File: src/rtl/proc_pkg.sv
// proc_pkg: shared definitions for the multicycle processor control unit.
// Contents: opcode constants, FSM state encoding, instruction-register
// field positions and small field-extraction helpers.
package proc_pkg;

  // Opcodes carried in IR[15:13]
  localparam logic [2:0] OP_MV   = 3'b000;
  localparam logic [2:0] OP_MVI  = 3'b001;
  localparam logic [2:0] OP_ADD  = 3'b010;
  localparam logic [2:0] OP_SUB  = 3'b011;
  localparam logic [2:0] OP_LD   = 3'b100;
  localparam logic [2:0] OP_ST   = 3'b101;
  localparam logic [2:0] OP_MVNZ = 3'b110;
  localparam logic [2:0] OP_NOP  = 3'b111;

  // Instruction-register field positions
  localparam int unsigned IR_OP_HI = 15;
  localparam int unsigned IR_OP_LO = 13;
  localparam int unsigned IR_RX_HI = 12;
  localparam int unsigned IR_RX_LO = 10;
  localparam int unsigned IR_RY_HI = 9;
  localparam int unsigned IR_RY_LO = 7;

  // Register index of the program counter
  localparam logic [2:0] REG_PC = 3'd7;

  // Control FSM states: three fetch cycles, up to three execute cycles
  typedef enum logic [2:0] {
    S_IDLE = 3'd0,
    S_F1   = 3'd1,
    S_F2   = 3'd2,
    S_F3   = 3'd3,
    S_E1   = 3'd4,
    S_E2   = 3'd5,
    S_E3   = 3'd6
  } state_t;

  function automatic logic [2:0] ir_op(input logic [15:0] ir);
    return ir[IR_OP_HI:IR_OP_LO];
  endfunction

  function automatic logic [2:0] ir_rx(input logic [15:0] ir);
    return ir[IR_RX_HI:IR_RX_LO];
  endfunction

  function automatic logic [2:0] ir_ry(input logic [15:0] ir);
    return ir[IR_RY_HI:IR_RY_LO];
  endfunction

endpackage

File: src/rtl/dec3to8.sv
// dec3to8: 3-bit binary to one-hot 8-bit decoder with enable.
// Ports: sel_i - register index, en_i - enable, y_o - one-hot output
// (all zero when en_i is low).
module dec3to8 (
  input  logic [2:0] sel_i,
  input  logic       en_i,
  output logic [7:0] y_o
);

  // One-hot decode, forced to zero when disabled
  always_comb begin
    y_o = 8'h00;
    if (en_i) begin
      y_o = 8'h01 << sel_i;
    end else begin
      y_o = 8'h00;
    end
  end

endmodule

File: src/rtl/proc_control.sv
// proc_control: multicycle control FSM for the 16-bit processor datapath.
// Fetches through R7 (PC), loads IR, then sequences register enables,
// the A/G accumulator pair, add/sub and memory address/data registers.
// Ports:
//   Clock, Resetn   - clock, asynchronous active-low reset
//   Run             - start/continue; sampled in IDLE and at Done
//   IR              - current instruction
//   Gnz             - G non-zero flag (used by mvnz in E1)
//   IRin, Rin, Rout, Gout, DINout, Ain, Gin, AddSub,
//   ADDRin, DOUTin, W_D, Acress, Done - datapath control strobes,
//   combinational decodes of the registered state and IR.
module proc_control
  import proc_pkg::*;
(
  input  logic        Clock,
  input  logic        Resetn,
  input  logic        Run,
  input  logic [15:0] IR,
  input  logic        Gnz,
  output logic        IRin,
  output logic [7:0]  Rin,
  output logic [7:0]  Rout,
  output logic        Gout,
  output logic        DINout,
  output logic        Ain,
  output logic        Gin,
  output logic        AddSub,
  output logic        ADDRin,
  output logic        DOUTin,
  output logic        W_D,
  output logic        Acress,
  output logic        Done
);

  state_t     state_q, state_d;
  logic [2:0] op_s, rx_s, ry_s;
  logic [2:0] rin_sel_s, rout_sel_s;
  logic       rin_en_s, rout_en_s;

  assign op_s = ir_op(IR);
  assign rx_s = ir_rx(IR);
  assign ry_s = ir_ry(IR);

  // State register
  always_ff @(posedge Clock or negedge Resetn) begin
    if (!Resetn) begin
      state_q <= S_IDLE;
    end else begin
      state_q <= state_d;
    end
  end

  // Next-state logic; short instructions finish in E1, the rest in E3
  always_comb begin
    state_d = state_q;
    case (state_q)
      S_IDLE: begin
        if (Run) state_d = S_F1;
        else     state_d = S_IDLE;
      end
      S_F1: state_d = S_F2;
      S_F2: state_d = S_F3;
      S_F3: state_d = S_E1;
      S_E1: begin
        case (op_s)
          OP_MV, OP_MVNZ, OP_NOP: begin
            if (Run) state_d = S_F1;
            else     state_d = S_IDLE;
          end
          default: state_d = S_E2;
        endcase
      end
      S_E2: state_d = S_E3;
      S_E3: begin
        if (Run) state_d = S_F1;
        else     state_d = S_IDLE;
      end
      default: state_d = S_IDLE;
    endcase
  end

  // Output decode of state and IR; register selects feed the decoders
  always_comb begin
    IRin       = 1'b0;
    Gout       = 1'b0;
    DINout     = 1'b0;
    Ain        = 1'b0;
    Gin        = 1'b0;
    AddSub     = 1'b0;
    ADDRin     = 1'b0;
    DOUTin     = 1'b0;
    W_D        = 1'b0;
    Acress     = 1'b0;
    Done       = 1'b0;
    rin_sel_s  = 3'd0;
    rin_en_s   = 1'b0;
    rout_sel_s = 3'd0;
    rout_en_s  = 1'b0;
    case (state_q)
      S_F1: begin
        rout_sel_s = REG_PC;
        rout_en_s  = 1'b1;
        ADDRin     = 1'b1;
        Acress     = 1'b1;
      end
      S_F3: IRin = 1'b1;
      S_E1: begin
        case (op_s)
          OP_MV: begin
            rout_sel_s = ry_s; rout_en_s = 1'b1;
            rin_sel_s  = rx_s; rin_en_s  = 1'b1;
            Done       = 1'b1;
          end
          OP_MVI: begin
            rout_sel_s = REG_PC; rout_en_s = 1'b1;
            ADDRin     = 1'b1;
            Acress     = 1'b1;
          end
          OP_ADD, OP_SUB: begin
            rout_sel_s = rx_s; rout_en_s = 1'b1;
            Ain        = 1'b1;
          end
          OP_LD, OP_ST: begin
            rout_sel_s = ry_s; rout_en_s = 1'b1;
            ADDRin     = 1'b1;
          end
          OP_MVNZ: begin
            // Gnz is used only here, combinationally
            if (Gnz) begin
              rout_sel_s = ry_s; rout_en_s = 1'b1;
              rin_sel_s  = rx_s; rin_en_s  = 1'b1;
            end else begin
              rout_en_s = 1'b0;
              rin_en_s  = 1'b0;
            end
            Done = 1'b1;
          end
          default: Done = 1'b1; // nop
        endcase
      end
      S_E2: begin
        case (op_s)
          OP_ADD, OP_SUB: begin
            rout_sel_s = ry_s; rout_en_s = 1'b1;
            Gin        = 1'b1;
            AddSub     = op_s[0];
          end
          OP_ST: begin
            rout_sel_s = rx_s; rout_en_s = 1'b1;
            DOUTin     = 1'b1;
          end
          default: begin
            // mvi/ld wait for memory read data
            rout_en_s = 1'b0;
          end
        endcase
      end
      S_E3: begin
        case (op_s)
          OP_MVI, OP_LD: begin
            DINout    = 1'b1;
            rin_sel_s = rx_s; rin_en_s = 1'b1;
            Done      = 1'b1;
          end
          OP_ADD, OP_SUB: begin
            Gout      = 1'b1;
            rin_sel_s = rx_s; rin_en_s = 1'b1;
            Done      = 1'b1;
          end
          OP_ST: begin
            W_D  = 1'b1;
            Done = 1'b1;
          end
          default: Done = 1'b0;
        endcase
      end
      default: Done = 1'b0; // IDLE, F2: everything low
    endcase
  end

  dec3to8 u_rin_dec (
    .sel_i (rin_sel_s),
    .en_i  (rin_en_s),
    .y_o   (Rin)
  );

  dec3to8 u_rout_dec (
    .sel_i (rout_sel_s),
    .en_i  (rout_en_s),
    .y_o   (Rout)
  );

endmodule

File: config.mk
export PLATFORM = sky130hd
export DESIGN_NAME = proc_control
export DESIGN_NICKNAME = d
export VERILOG_FILES = /design/src/rtl/proc_pkg.sv /design/src/rtl/dec3to8.sv /design/src/rtl/proc_control.sv
export SDC_FILE = /design/constraint.sdc
export NUM_CORES = 1
export LEC_CHECK = 0
export BUFFER_PORTS_ARGS = -buffer_cell sky130_fd_sc_hd__buf_2
export CAP_MARGIN = 15
export CELL_PAD_IN_SITES_DETAIL_PLACEMENT = 1
export CELL_PAD_IN_SITES_GLOBAL_PLACEMENT = 1
export CORE_ASPECT_RATIO = 0.7
export CORE_MARGIN = 5
export CORE_UTILIZATION = 29
export CTS_CLUSTER_SIZE = 20
export DETAILED_ROUTE_END_ITERATION = 10
export GPL_TIMING_DRIVEN = 1
export PLACE_DENSITY_LB_ADDON = 0.1
export REMOVE_ABC_BUFFERS = 1
export SLEW_MARGIN = 30
export SYNTH_ARGS = -nofsm -noshare
export SYNTH_HDL_FRONTEND = slang
export SYNTH_HIERARCHICAL = 1
export SYNTH_SLANG_ARGS = --single-unit
File: constraint.sdc
create_clock -name Clock -period 3.6 [get_ports Clock]
set_input_delay 0.18 -clock Clock [delete_from_list [all_inputs] [get_ports Clock]]
set_output_delay 0.18 -clock Clock [all_outputs]
set_load 0.02 [all_outputs]
Word level (Yosys, flattened, before mapping) --
Index checks and enable logic that the tools add are counted.
Operators by class: reductions and logical operators 12, shift-type cells 2, eq/ne operators 13, multiplexer cells 39
Operator list (count):
- $eq A3 B3 Y1 const B | 7
- $mux W1 | 20
- $pmux W3 S2 | 3
- $pmux W3 S6 | 1
- $mux W8 | 2
- $shl A1 B3 Y8 const A | 2
- $eq A3 B2 Y1 const B | 4
- $mux W3 | 4
- $pmux W1 S2 | 6
- $pmux W3 S4 | 1
- $reduce_or A3 Y1 | 4
- $pmux W3 S3 | 1
- $eq A3 B1 Y1 const B | 2
- $logic_not A3 Y1 | 2
- $reduce_or A2 Y1 | 3
- $reduce_or A6 Y1 | 1
- $reduce_or A5 Y1 | 1
- $reduce_or A4 Y1 | 1
- $pmux W1 S3 | 1
Word-level totals: register bits after elaboration 3, word-level logic and storage cells 67, bits of input ports 20

Longest topological paths before layout --
word-level depth 6, mapped depth 6

Hierarchy --
The synthesis kept the hierarchy.
By module, submodules not included:
- proc_control | area an instance 475.5 um^2, times used 1, cells each 72
- dec3to8 | area an instance 95.1 um^2, times used 2, cells each 8

Worst setup path before layout --
Ideal clock, no wire load.
path kind flip-flop to output port, start register state_q[1], end output Rout[4], setup slack 1.431 ns, stages on the path, launching flop included 7, data required time 3.420 ns, data arrival time 1.989 ns, path through dfrtp_1 clkbuf_1 nand3b_1 nor2_1 a21oi_1 o211ai_1 and4bb_1
On the way: word-level cells in the longest chain between the ends 4, elaborated cells between the ends (all ways) 7, those cells by class eq/ne (3); shift (1); mux (3)
Ends and longest elaborated chain:
- start, declared | line proc_control.sv:35 | state_t state_q, state_d;
- start signal, assigned | line proc_control.sv:49 | state_q <= state_d;
- $eq A3 B3 Y1 or $eq A3 B1 Y1 (tied branches) | line proc_control.sv:99 | case (state_q)
- $pmux W3 S3 (*) | line proc_control.sv:99
- via rout_sel_s[2] | line proc_control.sv:37 | logic [2:0] rin_sel_s, rout_sel_s;
- $shl A1 B3 Y8 (*) | line dec3to8.sv:14 | y_o = 8'h01 << sel_i;
- $mux W8 (*) | line dec3to8.sv:13 | if (en_i) begin
- end, declared | line proc_control.sv:22 | output logic [7:0] Rout,
The timed path passes the listed nets; every way through them passes the cells marked *.

Worst setup path after layout --
start register state_q[1], end output Rin[1]
On the way: elaborated cells between the ends (all ways) 6, those cells by class eq/ne (2); shift (1); mux (3)
RTL lines:
- $eq A3 B3 Y1 | line proc_control.sv:99
- $pmux W1 S2 (*) | line proc_control.sv:99
- via rin_en_s | line proc_control.sv:38 | logic rin_en_s, rout_en_s;
- $mux W8 (*) | line dec3to8.sv:13
- end, declared | line proc_control.sv:21 | output logic [7:0] Rin,
Marks and branches as above.

==> results.json <==
{
  "portBuffers": 39,
  "clock-skew-final_ps": 0.1011,
  "nets": 147,
  "status": "completed",
  "cts.path.max_buffers": 2,
  "synth-main-ff-cell": "dfrtp_1",
  "wl_met1_um": 1031,
  "setup_viol": 0,
  "rsz0062_at_grt": "no",
  "num_vias": 784,
  "gp_congestion": 0.7462,
  "synth_edf_count": 0,
  "totalWireLength_um": 2081,
  "grt_pass1_vias": 750,
  "io_pins": 47,
  "hold_path.class": "input pin to flip-flop",
  "cts_setup_buffers": 0,
  "startpoint_type": "flip-flop",
  "yosysMostFrequentCell": "nor2_1",
  "die_x_um": 67.26,
  "met2_length_um": 947,
  "top_layer_used": "met3",
  "setup_tns_ps": 0,
  "start_util": 0.3065,
  "critPathMaxFanout": 13,
  "synth_cells": 88,
  "vias_per_cell": 4.962,
  "cp_data_required_time_ps": 3420,
  "grt_usage": 0.1277,
  "synth-seq-area-share": 0.1128,
  "antenna_found_initial": 0,
  "regMostFlops": "state_q",
  "fill_cells": 295,
  "dr_wl_met3_um": 102,
  "netlist_area_um2": 665.6,
  "fin_crit_sh": 0.7554,
  "synth_top_cell_by_area": "dfrtp_1",
  "synth-seq-cells": 3,
  "crit_type": "flip-flop to output port",
  "synth_area_leaders": "dfrtp_1, nor2_1, and4bb_1, and4b_2, o21ai_0",
  "grt_pass1_wl_um": 3429,
  "cts.sinks": 3,
  "grt_start_max_net_pins": 14,
  "yosys_warnings": 6,
  "finalMaxSlewViolations": 0,
  "max_slew.worst_pin.slew_ps": 631.3,
  "hold_viol_final": 0,
  "grt_overflow": 0,
  "multi_input_area_um2": 553.0,
  "die_h_um": 50.09,
  "cts_root_buffer": "clkbuf_4",
  "num_antenna_cells": 0,
  "cts_buffers": 3,
  "netlist.area_leader.share": 0.1128,
  "syn_to_final_growth_pct": 36.28,
  "ys_types": 35,
  "worstPathArrival_ps": 2540,
  "drtIter0Drc": 26,
  "largest_reg_flops": 3,
  "cap_violations": 0,
  "powerDensity_nw_per_um2": 508.3,
  "drive_gt1_frac": 0.4444,
  "ys_async_sr_fraction": 1.000,
  "yosys-top-cells-count": "nor2_1, o21ai_0",
  "dp_hpwl_um": 1668,
  "fin_util": 0.4176,
  "peakVddDrop_v": 0.0001402,
  "insertion_delay_ps": 230,
  "syn_avg_cell_area_um2": 7.564,
  "max_freq_ghz": 0.3677,
  "ant_nets": 0,
  "reg.largest.list": "state_q: 3 flops",
  "fp-row-count": 14,
  "whs_ps": 197.3,
  "dieArea_um2": 3369,
  "final-seq-area_um2": 75.07,
  "cts_tree": "built",
  "worstSetupEndpointType": "output port",
  "post-route-min-period_ps": 2719,
  "htreeDepth": 1,
  "cts_resized": 0,
  "dr.pass1.iters": 3,
  "core_um2": 2172,
  "relSlewSlack": 0.5791,
  "cellLeakagePower_nw": 0.4616,
  "clkTransAtPathRegs_ps": 40,
  "drcViolationCount": 0,
  "wl_per_cell_um": 13.17
}
[routing by layer]
layer  global-route usage  vias to the layer above
met4              0.05051                        0
met1               0.1794                      354
li1                     -                      410
met5                    0                        -
met3              0.01136                        0
met2               0.1974                       20
[kinds of logic (layout without fill, tap and decap cells)]
logic type	Yosys count	in the layout	synth area share
flops	3	3	0.1128
compound gates	18	18	0.1654
simple gates	57	57	0.6391
buf+inv	8	46	0.05640
xor+xnor	2	2	0.02632
[path summary, 6_finish.rpt]
kind	start	endpoint	slack (ps)	cells past startpoint
min in group asynchronous	Resetn	state_q[2]	280	2
min reg2reg	state_q[0]	state_q[0]	600	1
max	state_q[1]	Rin[1]	880	6
max in group asynchronous	Resetn	state_q[0]	3220	2
max reg2reg	state_q[1]	state_q[0]	2610	2
min	Run	state_q[0]	200	3
[cell type report]
type | instances | area share
multi-input cells | 77 | 0.6097
repair buffers | 40 | 0.2262
flip-flops and latches | 3 | 0.08276
well taps | 32 | 0.04414
clock buffers | 4 | 0.02897
inverters | 2 | 0.008276
[worst max-delay path, cell delays in order, from the launching register on]
cell and delay, ps:
dfrtp_1 570, nor4bb_1 330, a21oi_1 70, a21oi_1 540, and3_1 370, and4bb_2 270, buf_2 150
[placed cells by master (no fill, tap or decap), types with 2 or more instances in the layout]
cell / Yosys / final
nor4b_2: 2 / 2
and2_1: 3 / 3
and4b_1: 2 / 2
and4bb_1: 4 / 4
nand2b_1: 4 / 4
buf_2: 3 / 39
o211ai_1: 3 / 3
dfrtp_1: 3 / 3
nand2_1: 4 / 4
and3_1: 2 / 2
nor3_1: 2 / 2
a21oi_1: 4 / 4
and4bb_2: 2 / 2
and4b_2: 4 / 4
nor2_1: 15 / 15
o21ai_0: 6 / 6
nand3b_1: 3 / 3
nand3_1: 2 / 2
clkbuf_4: 0 / 3
and4_2: 2 / 2
inv_1: 2 / 2
[power by group]
part           total (W)  switching [W]  leakage [nW]  internal, W
combinational   0.000312       0.000188         0.409     0.000124
sequential     0.0000890      0.0000398        0.0374    0.0000492
clock          0.0000605      0.0000188        0.0150    0.0000416
total           0.000461       0.000247         0.462     0.000214
[timing repair]
action / CTS / global route
setup endpoints to repair: 0 / 0
hold buffers: 1 / 0
hold endpoints to repair: 3 / 0
[through the flow]
| stage | power, W | instances | cell area, um2 | setup WS (ps) |
|---|---|---|---|---|
| after floorplan | 0.0003023 | 82 | 635.6 | 1479 |
| after global placement | 0.0003915 | 153 | 870.8 | 1206 |
| after CTS | 0.0004674 | 158 | 907.1 | 887.7 |
| after detailed placement | 0.0004032 | 153 | 870.8 | 1140 |
| after global routing | 0.0005064 | 158 | 907.1 | 620.9 |
| final | 0.0004611 | 158 | 907.1 | 880.6 |
No activity file was read; power rests on OpenSTA's default activity.
